$ cat src/rtl/ex_mem_stage.sv
// EX->MEM pipeline register with the N/Z/V condition-flag register and sticky halt tracking.
// Flags update only for captured instructions; flags_fwd exposes the next-edge flag value to decode.
module ex_mem_stage #(
    parameter int         WIDTH    = 16,
    parameter logic [2:0] FLAG_RST = 3'b000
) (
    input  logic             clk,
    input  logic             rst,
    input  logic             stall,
    input  logic             flush,
    input  logic             ex_valid,
    input  logic [3:0]       ex_opcode,
    input  logic [WIDTH-1:0] ex_alu_out,
    input  logic             ex_ovfl,
    input  logic [WIDTH-1:0] ex_store_data,
    input  logic [3:0]       ex_rd,
    input  logic             ex_reg_write,
    input  logic             ex_mem_read,
    input  logic             ex_mem_write,
    output logic             mem_valid,
    output logic [3:0]       mem_opcode,
    output logic [WIDTH-1:0] mem_alu_out,
    output logic [WIDTH-1:0] mem_store_data,
    output logic [3:0]       mem_rd,
    output logic             mem_reg_write,
    output logic             mem_mem_read,
    output logic             mem_mem_write,
    output logic [2:0]       flags,
    output logic [2:0]       flags_fwd,
    output logic             halted
);

    localparam logic [3:0] OP_ADD = 4'b0000;
    localparam logic [3:0] OP_SUB = 4'b0001;
    localparam logic [3:0] OP_XOR = 4'b0010;
    localparam logic [3:0] OP_SLL = 4'b0100;
    localparam logic [3:0] OP_SRA = 4'b0101;
    localparam logic [3:0] OP_ROR = 4'b0110;
    localparam logic [3:0] OP_HLT = 4'b1111;

    logic             cap_s;
    logic             zero_s;
    logic [2:0]       flags_d;
    logic             valid_q;
    logic [3:0]       opcode_q;
    logic [WIDTH-1:0] alu_q;
    logic [WIDTH-1:0] store_q;
    logic [3:0]       rd_q;
    logic             reg_write_q;
    logic             mem_read_q;
    logic             mem_write_q;
    logic [2:0]       flags_q;
    logic             halted_q;

    // Capture qualifier and next flag value; flags are {N,Z,V}.
    always_comb begin
        cap_s   = ex_valid & ~stall & ~flush & ~halted_q;
        zero_s  = (ex_alu_out == {WIDTH{1'b0}});
        flags_d = flags_q;
        if (cap_s) begin
            case (ex_opcode)
                OP_ADD, OP_SUB:                 flags_d = {ex_alu_out[WIDTH-1], zero_s, ex_ovfl};
                OP_XOR, OP_SLL, OP_SRA, OP_ROR: flags_d = {flags_q[2], zero_s, flags_q[0]};
                default:                        flags_d = flags_q;
            endcase
        end else begin
            flags_d = flags_q;
        end
    end

    // Pipeline and flag state: rst > stall > flush > capture/bubble.
    always_ff @(posedge clk) begin
        if (rst) begin
            valid_q     <= 1'b0;
            opcode_q    <= 4'b0000;
            alu_q       <= {WIDTH{1'b0}};
            store_q     <= {WIDTH{1'b0}};
            rd_q        <= 4'b0000;
            reg_write_q <= 1'b0;
            mem_read_q  <= 1'b0;
            mem_write_q <= 1'b0;
            flags_q     <= FLAG_RST;
            halted_q    <= 1'b0;
        end else if (stall) begin
            valid_q <= valid_q;
        end else if (flush) begin
            valid_q     <= 1'b0;
            reg_write_q <= 1'b0;
            mem_read_q  <= 1'b0;
            mem_write_q <= 1'b0;
        end else begin
            valid_q     <= cap_s;
            opcode_q    <= ex_opcode;
            alu_q       <= ex_alu_out;
            store_q     <= ex_store_data;
            rd_q        <= ex_rd;
            reg_write_q <= ex_reg_write & cap_s;
            mem_read_q  <= ex_mem_read & cap_s;
            mem_write_q <= ex_mem_write & cap_s;
            flags_q     <= flags_d;
            halted_q    <= halted_q | (cap_s & (ex_opcode == OP_HLT));
        end
    end

    assign mem_valid      = valid_q;
    assign mem_opcode     = opcode_q;
    assign mem_alu_out    = alu_q;
    assign mem_store_data = store_q;
    assign mem_rd         = rd_q;
    assign mem_reg_write  = reg_write_q;
    assign mem_mem_read   = mem_read_q;
    assign mem_mem_write  = mem_write_q;
    assign flags          = flags_q;
    assign flags_fwd      = flags_d;
    assign halted         = halted_q;

endmodule

$ cat config.mk
export PLATFORM = sky130hd
export DESIGN_NAME = ex_mem_stage
export DESIGN_NICKNAME = d
export VERILOG_FILES = /design/src/rtl/ex_mem_stage.sv
export SDC_FILE = /design/constraint.sdc
export NUM_CORES = 1
export LEC_CHECK = 0
export CAP_MARGIN = 10
export CORE_ASPECT_RATIO = 0.6
export CORE_MARGIN = 8
export CORE_UTILIZATION = 30
export CTS_CLUSTER_DIAMETER = 50
export DETAILED_ROUTE_END_ITERATION = 6
export GPL_TIMING_DRIVEN = 0
export PLACE_DENSITY = 0.69
export SETUP_SLACK_MARGIN = 0.4
export SLEW_MARGIN = 20
export SYNTH_ARGS = -nofsm -noshare
export SYNTH_HDL_FRONTEND = slang
export SYNTH_SLANG_ARGS = --single-unit
$ cat constraint.sdc
create_clock -name clk -period 2.1 [get_ports clk]
set_clock_uncertainty 0.2 [all_clocks]
set_input_delay 0.315 -clock clk [delete_from_list [all_inputs] [get_ports clk]]
set_output_delay 0.315 -clock clk [all_outputs]
set_load 0.01 [all_outputs]
### Word-level counts from Yosys, hierarchy flattened

Index checks and enable logic that the tools add are counted.

* word-level logic and storage cells: 38
* register bits: 48
* output and inout bits: 51
* bits of input ports: 49

* reduce and logical (&&, ||, !) cells: 5
* mux-type cells: 6
* equality and inequality tests: 6
* bitwise operators: 11

Operator list (number)
* $logic_not A16 Y1: 1
* $eq A4 B3 Y1 const B: 3
* $and A1 B1 Y1: 7
* $pmux W3 S2: 1
* $eq A4 B1 Y1 const B: 1
* $eq A4 B2 Y1 const B: 1
* $eq A4 B4 Y1 const B: 1
* $logic_not A4 Y1: 1
* $mux W1: 4
* $reduce_or A4 Y1: 1
* $mux W3: 1
* $not A1 Y1: 3
* $reduce_and A2 Y1: 1
* $reduce_or A2 Y1: 1
* $or A1 B1 Y1: 1

### Longest topological paths before layout

Gate-level depths: netlist (run 1).

* word-level depth: 6
* gate-level depth with buffers: 5

### Worst setup path after synthesis (run 1)

OpenSTA, ideal clock, no wires.

* kind: register to output
* start point: register halted_q, in the netlist halted
* end point: output port flags_fwd[0]
* setup slack: 0.399 ns
* data arrival time: 1.186 ns
* stages on the path, launching flop included: 4
* path through: dfxtp_1 or4b_4 o21ai_1 nand2_1

* cells in the longest elaborated chain, start to end: 3

RTL lines
* start, declared: line 53 `logic halted_q;`
* start signal, assigned: line 101 `halted_q <= halted_q | (cap_s & (ex_opcode == OP_HLT));`
* $not A1 Y1: line 57 `cap_s = ex_valid & ~stall & ~flush & ~halted_q;`
* $and A1 B1 Y1: line 57
* $mux W3: line 60 `if (cap_s) begin`
* end, declared: line 29 `output logic [2:0] flags_fwd,`

Every way passes these cells.

### Worst setup path in the final report (run 1)

* start point: input port stall
* end point: output port flags_fwd[2]

* cells in the longest elaborated chain, start to end: 5

RTL lines
* start, declared: line 9 `input logic stall,`
* $not A1 Y1 (no source line)
* $and A1 B1 Y1 (3 in series): line 57
* $mux W3: line 60

Every way passes these cells.

==> summary.txt, run 1 <==
number of global-route vias before repair -> 1,921
worst-path cell chain -> clkdlybuf4s15_2 > or4b_4 > o21ai_2 > nand2_1 > buf_6
fmax -> 0.478 GHz
Placed Cells -> 398
Clock Pin Slew Worst Setup and Hold Paths -> 90 ps
Cells after Synth -> 219
post-route cell area -> 3180 sq um
initial core utilization -> 31.3%
synthesized cell area -> 1760 sq um
hold path depth -> 3
min-delay src -> ex_alu_out[14]
flop and latch count out of synthesis -> 48
Crit path arrival time -> 1580 ps
DP Wirelength -> 4490 um
worst-path fanout max -> 8
CTS max path bufs -> 2
Diodes inserted -> 0
Post-route DRC -> 0
Util after Layout -> 56.6%
Hold Violations, Final -> 0
power density of the placed cells -> 623 nW/um^2
asr flop ratio synth -> 0%
Non-Filler Instances -> 424
endpoints failing setup -> 0
combinational share of power -> 14.4%
Synth Area in XOR/XNOR -> 0%
layout cell share with drive strength beyond 1 -> 15.1%
Slowest-stage cell, CP -> or4b_4
EDFF count, synth -> 0
CTS tree -> yes
Die Area -> 8650 sq um
Clock power frac -> 37.0%
Startpoint Class -> primary input
prevailing post-synth register cell -> dfxtp_1
sw frac -> 23.4%
IO Port Bufs -> 99
DR iter-0 viols -> 66
Slew Limit Fails -> 0
Warnings, synthesis -> 0
Register-to-Register Setup Slack -> 30 ps
area share of fa/ha/maj cells after synthesis -> 0%
crit-path max cell delay -> 600 ps
initial antenna violation count -> 0
remaining antenna violation count -> 0
Static Leak -> 1.54 nW
synth unique cells -> 22
largest net degree at the start of global routing -> 15
CTS Sinks -> 48
via count -> 1,914
R2R cell count -> 11
sequential share of power -> 48.6%
Slew headroom -> 67.6%
CP required -> 1580 ps
Psw -> 0.000463 W
RSZ-0062 raised after global routing -> yes
Final min period -> 2090 ps
DP Area -> 2850 sq um
complex-gate fraction of the synthesized area -> 15.6%
largest family of logic cells by synthesized area -> simple AND/OR/NAND/NOR gates
cell row count -> 21
worst vdd ir -> 0.000265 V
global-route wire length before repair -> 9360 um
WS Path Type -> primary input to primary output
fin nets -> 392
Die Y -> 75.3 um
final worst-path cycle share -> 99.6%
RePlAce Congestion -> 0.724
Root Buffer -> clkbuf_8
TritonCTS Buffers -> 5
width of the die -> 115 um
status -> complete, no violations
Total Wirelength -> 6040 um
CP delay by family, top -> simple AND/OR/NAND/NOR gates
worst hold slack -> 102 ps
boundary pin count -> 100
clock latency on the worst-skew pair -> 300 ps
Simple-Gate Fraction of Synth Area -> 25.0%
GRT Total Usage -> 13.9%
mux contribution to synthesized area -> 0.569%
DRT Pass-1 Iters -> 4
grt ovf -> 0
actual slew at the worst max-slew pin -> 486 ps
post-synthesis sequential area ratio -> 54.7%
total of max-cap violations -> 0
Int Pwr -> 0.00152 W
r2r startpoint -> halted
area grow syn2layout -> 80.9%
post-synth net total -> 268
DR WL/cell -> 14.3 um
post-DR vias/cell -> 4.51
Buf+Inv Stages, Crit Path -> 2
WHS Endpoint -> mem_alu_out[14]
Reg-to-Reg End -> flags[2]
CP endpoint kind -> primary output
worst hold path class -> primary input to flop
CTS H-Tree Depth -> 2
core area -> 5620 sq um
Avg Cell Area, Syn -> 8.03 sq um
Setup TNS -> 0 ps
[state kept, by name, indices dropped and copies added, names as in the netlist]
name and flops:
flags 3, halted 1, mem_alu_out 16, mem_mem_read 1, mem_mem_write 1, mem_opcode 4, mem_rd 4, mem_reg_write 1
mem_store_data 16, mem_valid 1
[placed cells by master (no fill, tap or decap), types with 5 or more instances in the layout]
cell and n:
dlygate4sd2_1 52, clkbuf_8 7, dlymetal6s2s_1 13, nand2_1 84, buf_6 16, a21oi_1 43, dfxtp_1 47, buf_4 5
buf_2 7, clkdlybuf4s50_1 30
[routing by layer]
layer | share of wire (%) | global-route usage (%) | up-vias
met5 | 0 | 0 | -
met1 | 49 | 17.4 | 866
met3 | 8.9 | 5.38 | 5
met2 | 41 | 21.4 | 72
met4 | 1.2 | 5.20 | 0
li1 | - | - | 971
[how the worst max path moves through the flow]
stage / start / to / cells past startpoint
after floorplan: halted / flags_fwd[0] / 3
after global placement: stall / flags_fwd[1] / 5
after detailed placement: stall / flags_fwd[1] / 5
after CTS: halted / flags_fwd[2] / 4
after global routing: halted / flags[2] / 11
final: stall / flags_fwd[2] / 5
[stage by stage]
stage | setup slack, ps | power, W
after floorplan | 399 | 0.00109
after global placement | -761 | 0.00129
after detailed placement | -749 | 0.00130
after CTS | 15.7 | 0.00201
after global routing | -43.3 | 0.00208
final | 9.26 | 0.00198
[worst reg2reg max path, delay by kind of cell (launching register included)]
kind	cells	cell delay, ps
AOI/OAI and AO/OA	2	220
buffers and inverters	8	690
and+or+nand+nor	1	520
DFF	1	360
[cell usage after synthesis (2+ instances only)]
library cell / n / area (sq um)
nand2_1: 84 / 315
dfxtp_1: 48 / 961
a21oi_1: 45 / 225
clkbuf_1: 7 / 26.3
buf_2: 5 / 25.0
nor2_1: 4 / 15.0
nor4_1: 4 / 25.0
a22oi_1: 3 / 22.5
buf_4: 2 / 15.0
inv_1: 2 / 7.51
nand3_1: 2 / 10.0
nand4_1: 2 / 12.5
o21ai_1: 2 / 10.0
[power by group through the flow]
stage | combinational (W) | sequential [W] | clock (W)
2_1_floorplan | 0.0000855 | 0.00100 | 0
3_3_place_gp | 0.000307 | 0.000985 | 0
3_5_place_dp | 0.000309 | 0.000987 | 0
4_1_cts | 0.000292 | 0.000963 | 0.000753
5_1_grt | 0.000314 | 0.000968 | 0.000795
6_report | 0.000285 | 0.000962 | 0.000733
[area by class of cell]
type	count	area (sq um)
inverter	2	7.51
fill	555	2440
multi-input combinational	155	769
timing repair buffer	117	1140
clock inverter	1	30.0
tap	80	100
buffer	14	70.1
clock buffer	7	96.3
sequential	48	965
[what timing repair did]
action / CTS / global route
pin swaps: 8 / 8
hold buffers: 0 / 0
endpoints found under the hold margin: 0 / 0
setup buffers: 18 / 0
gates resized for setup: 94 / 17
setup endpoints to repair: 93 / 26
[kinds of logic after synthesis]
logic type / count (synthesis)
buffers and inverters: 16
multiplexers: 1
AO/OA/AOI/OAI: 52
flip-flops: 48
AND/OR/NAND/NOR: 102
Note: power is estimated with default switching activity, not from simulation.
==> run 2: changes to the inputs <==
--- a/config.mk
+++ b/config.mk
@@ -11,8 +11,9 @@
 export CORE_UTILIZATION = 30
 export CTS_CLUSTER_DIAMETER = 50
 export DETAILED_ROUTE_END_ITERATION = 6
+export GPL_ROUTABILITY_DRIVEN = 0
 export GPL_TIMING_DRIVEN = 0
-export PLACE_DENSITY = 0.69
+export PLACE_DENSITY = 0.66
 export SETUP_SLACK_MARGIN = 0.4
 export SLEW_MARGIN = 20
 export SYNTH_ARGS = -nofsm -noshare
==> summary.txt, run 2 (synthesis results as in run 1) <==
status -> complete, but fails checks
failing checks -> negative setup slack
actual slew at the worst max-slew pin -> 455 ps
Psw -> 0.000463 W
Root Buffer -> clkbuf_8
DR WL/cell -> 14.7 um
initial core utilization -> 31.3%
CTS tree -> yes
boundary pin count -> 100
commonest non-fill, non-tap cell in the layout -> nand2_1
Diodes inserted -> 0
metal2 WL -> 2680 um
Static Leak -> 1.50 nW
Slew Limit Fails -> 0
CTS max path bufs -> 2
worst-path fanout max -> 4
combinational share of power -> 15.4%
TritonCTS Buffers -> 5
CTS H-Tree Depth -> 2
sequential share of power -> 50.3%
Clock Pin Slew Worst Setup and Hold Paths -> 90 ps
cell row count -> 21
met1 WL -> 2910 um
RSZ-0062 raised after global routing -> yes
Post-CTS Hold Buffers -> 0
Crit path arrival time -> 1590 ps
DR iter-0 viols -> 77
CP endpoint kind -> primary output
worst hold slack -> 57.0 ps
Slowest-stage cell, CP -> dfxtp_4
WS Path Type -> flop to primary output
crit-path max cell delay -> 360 ps
Hold Violations, Final -> 0
GRT Total Usage -> 14.6%
IO Port Bufs -> 99
WL met3 -> 525 um
worst-path cell chain -> buf_4 > nor4b_4 > buf_4 > nand2_4 > mux2i_1 > buf_2
PnR worst setup slack -> -2.18 ps
initial antenna violation count -> 0
most frequent cells in the layout -> nand2_1 (83), dfxtp_1 (47), a21oi_1 (45), dlygate4sd2_1 (43), clkdlybuf4s50_1 (27)
CP required -> 1580 ps
endpoints failing setup -> 1
power density of the placed cells -> 618 nW/um^2
width of the die -> 115 um
global-route wire length before repair -> 9800 um
post-route cell area -> 3090 sq um
remaining antenna violation count -> 0
post-DR vias/cell -> 4.48
total of max-cap violations -> 0
largest net degree at the start of global routing -> 16
via count -> 1,879
Total Wirelength -> 6150 um
fmax -> 0.476 GHz
grt ovf -> 0
layout cell share with drive strength beyond 1 -> 18.0%
DP Area -> 2850 sq um
Post-route DRC -> 0
Die Area -> 8650 sq um
Slew headroom -> 69.7%
area grow syn2layout -> 75.9%
worst vdd ir -> 0.000324 V
clock latency on the worst-skew pair -> 290 ps
Startpoint Class -> flop
worst hold path class -> primary input to flop
sw frac -> 24.2%
CTS Sinks -> 48
core area -> 5620 sq um
Die Y -> 75.3 um
Final min period -> 2100 ps
DP Wirelength -> 4660 um
Top Layer Used -> met4
cell repeated most along the worst path -> buf_4
Clock power frac -> 34.2%
final worst-path cycle share -> 100%
DRT Pass-1 Iters -> 4
fin nets -> 387
number of global-route vias before repair -> 1,937
Int Pwr -> 0.00145 W
## run 2: cell count changes in the layout (fill, tap and decap cells not counted), sizes merged
| cell | delta |
|---|---|
| buf | +6 |
| clkdlybuf4s15 | +3 |
| clkdlybuf4s50 | -3 |
| clkinv | +1 |
| clkinvlp | +1 |
| dlygate4sd2 | -9 |
| dlymetal6s2s | -4 |
## run 2: through the flow
stage	utilization [%]	TNS, ps	total power (W)	setup WS, ps	cells
after global placement	50.7	-4310	0.00129	-745	398
after detailed placement	50.7	-5090	0.00130	-760	398
after floorplan	-	0	0.00109	399	219
after CTS	53.6	0	0.00194	8.56	416
after global routing	55.0	-158	0.00201	-74.7	419
final	55.0	-2.18	0.00191	-2.18	419
## run 2: area by class of cell
cell class	instances	area, sq um
flip-flops and latches	48	965
inverters	2	7.51
repair buffers	112	1020
clock buffers	5	68.8
clock inverters	3	42.5
multi-input cells	155	817
plain buffers	14	70.1
fillers	562	2530
well taps	80	100
## run 2: power by group through the flow
stage / sequential, W / clock [W] / combinational (W)
3_5_place_dp: 0.000987 / 0 / 0.000310
6_report: 0.000963 / 0.000655 / 0.000295
3_3_place_gp: 0.000985 / 0 / 0.000308
4_1_cts: 0.000964 / 0.000681 / 0.000294
5_1_grt: 0.000969 / 0.000720 / 0.000324
2_1_floorplan: 0.00100 / 0 / 0.0000855
## run 2: worst max-delay path: cells and delay by family, from the launching register on
kind	cells	cell delay, ps
flip-flops	1	360
AND/OR/NAND/NOR	2	310
buffers and inverters	3	480
multiplexers	1	150
## run 2: path summary, 6_finish.rpt
kind / cells after the start / slack (ps) / end / from
hold reg to reg: 2 / 250 / mem_alu_out[10] / mem_alu_out[10]
hold / removal: 3 / 60 / mem_alu_out[11] / ex_alu_out[11]
setup / recovery: 6 / -2 / flags_fwd[1] / halted
setup reg to reg: 7 / 450 / flags[1] / halted
## run 2: routing by layer
metal  vias to the layer above  track usage, %
met5                         -               0
met4                         0            4.19
met3                         2            5.70
met2                        65            22.9
met1                       847            18.2
li1                        965               -
## run 2: timing repair
item	in CTS	in global routing
gates resized for setup	124	33
endpoints found under the setup margin	87	23
setup buffers	10	3
pin swaps	10	7
==> run 3: changes to the inputs <==
--- a/config.mk
+++ b/config.mk
@@ -5,15 +5,15 @@
 export SDC_FILE = /design/constraint.sdc
 export NUM_CORES = 1
 export LEC_CHECK = 0
-export CAP_MARGIN = 10
+export CAP_MARGIN = 20
 export CORE_ASPECT_RATIO = 0.6
 export CORE_MARGIN = 8
-export CORE_UTILIZATION = 30
+export CORE_UTILIZATION = 40
 export CTS_CLUSTER_DIAMETER = 50
 export DETAILED_ROUTE_END_ITERATION = 6
+export DONT_BUFFER_PORTS = 1
 export GPL_ROUTABILITY_DRIVEN = 0
 export GPL_TIMING_DRIVEN = 0
-export PLACE_DENSITY = 0.66
 export SETUP_SLACK_MARGIN = 0.4
 export SLEW_MARGIN = 20
 export SYNTH_ARGS = -nofsm -noshare
==> summary.txt, run 3 (synthesis results as in run 1) <==
Die Area -> 6840 sq um
endpoints failing setup -> 0
worst-path cell chain -> or4b_4 > o21ai_4 > nand2_2
final worst-path cycle share -> 94.1%
remaining antenna violation count -> 0
TritonCTS Buffers -> 5
fill cell count -> 383
multi-input logic area -> 754 sq um
DR WL/cell -> 17.3 um
Clock Pin Slew Worst Setup and Hold Paths -> 80 ps
CTS max path bufs -> 2
number of global-route vias before repair -> 1,664
WS Path Type -> flop to primary output
Register Area -> 965 sq um
Hold Violations, Final -> 1
Non-Filler Instances -> 335
Post-route DRC -> 0
CTS tree -> yes
cell row count -> 18
Slew Limit Fails -> 0
CP delay by family, top -> simple AND/OR/NAND/NOR gates
initial core utilization -> 42.2%
area grow syn2layout -> 38.3%
CTS H-Tree Depth -> 2
DP Area -> 1830 sq um
Buf+Inv Stages, Crit Path -> 0
Setup TNS -> 0 ps
fmax -> 0.506 GHz
DRT Pass-1 Iters -> 4
Startpoint Class -> flop
Root Buffer -> clkbuf_8
Final min period -> 1980 ps
largest net degree at the start of global routing -> 14
core area -> 4170 sq um
crit-path max cell delay -> 530 ps
Static Leak -> 0.881 nW
CP required -> 1580 ps
Slew headroom -> 60.9%
fin nets -> 324
worst-path fanout max -> 4
DR iter-0 viols -> 42
Die Y -> 67.4 um
Placed Cells -> 279
failing checks -> negative hold slack
initial antenna violation count -> 0
actual slew at the worst max-slew pin -> 582 ps
layout cell share with drive strength beyond 1 -> 8.73%
most frequent cells in the layout -> nand2_1 (82), dfxtp_1 (47), dlygate4sd3_1 (47), a21oi_1 (45), clkbuf_1 (8)
via count -> 1,681
boundary pin count -> 100
Util after Layout -> 58.3%
total of max-cap violations -> 0
status -> complete, but fails checks
clock latency on the worst-skew pair -> 290 ps
Total Wirelength -> 5780 um
global-route wire length before repair -> 8750 um
DP Wirelength -> 4010 um
grt ovf -> 0
Slowest-stage cell, CP -> or4b_4
worst vdd ir -> 0.000403 V
commonest non-fill, non-tap cell in the layout -> nand2_1
width of the die -> 102 um
Diodes inserted -> 0
RSZ-0062 raised after global routing -> yes
Crit path arrival time -> 1460 ps
post-route cell area -> 2430 sq um
worst hold path class -> primary input to flop
CTS Sinks -> 48
power density of the placed cells -> 692 nW/um^2
worst hold slack -> -10.6 ps
CP endpoint kind -> primary output
post-DR vias/cell -> 5.02
IO Port Bufs -> 0
GRT Total Usage -> 16.5%
[run 3: final timing paths]
check                  startpoint               to  slack [ps]  depth (start not counted)
setup reg to reg           halted         flags[0]         620                          3
hold / removal              stall    mem_reg_write         -10                          2
hold reg to reg   mem_alu_out[14]  mem_alu_out[14]         310                          2
setup / recovery           halted     flags_fwd[2]         120                          3
[run 3: what timing repair did]
| action | 4_1_cts | 5_1_grt |
|---|---|---|
| pin swaps | 6 | 0 |
| cloned | 0 | 0 |
| buffers inserted | 2 | 0 |
| endpoints found under the hold margin | 46 | 2 |
| endpoints found under the setup margin | 3 | 3 |
| gates resized for setup | 7 | 2 |
| hold buffers | 46 | 1 |
[run 3: report_power, final]
group / leakage, nW / total (W) / switching [W] / internal [W]
clock: 0.0410 / 0.000505 / 0.000278 / 0.000227
sequential: 0.393 / 0.000991 / 0.0000451 / 0.000946
combinational: 0.448 / 0.000187 / 0.0000878 / 0.0000988
[run 3: final cells by class]
cell class	count	share of cell area, %
multi-input combinational	155	31.0
clock inverter	1	0.206
sequential	48	39.7
tap	60	3.09
clock buffer	6	2.99
timing repair buffer	49	20.0
buffer	14	2.73
inverter	2	0.309
[run 3: worst register-to-register path, cell delays in order, from the launching register on]
cell and delay (ps):
dfxtp_4 380, or4b_4 530, o21ai_4 160, a21oi_1 80
[run 3: per-stage QoR]
| stage | power (W) | worst slack (ps) |
|---|---|---|
| floorplan | 0.00109 | 399 |
| global placement | 0.00112 | 196 |
| detailed placement | 0.00112 | 195 |
| CTS | 0.00170 | 123 |
| global route | 0.00178 | 65.3 |
| finish | 0.00168 | 123 |
[run 3: layer usage]
| layer | up-vias | share of wire (%) | track usage (%) |
|---|---|---|---|
| met1 | 767 | 42 | 20.1 |
| met5 | - | 0 | 0 |
| met2 | 74 | 44 | 25.5 |
| met4 | 0 | 0.59 | 4.42 |
| met3 | 5 | 14 | 8.31 |
| li1 | 835 | - | - |
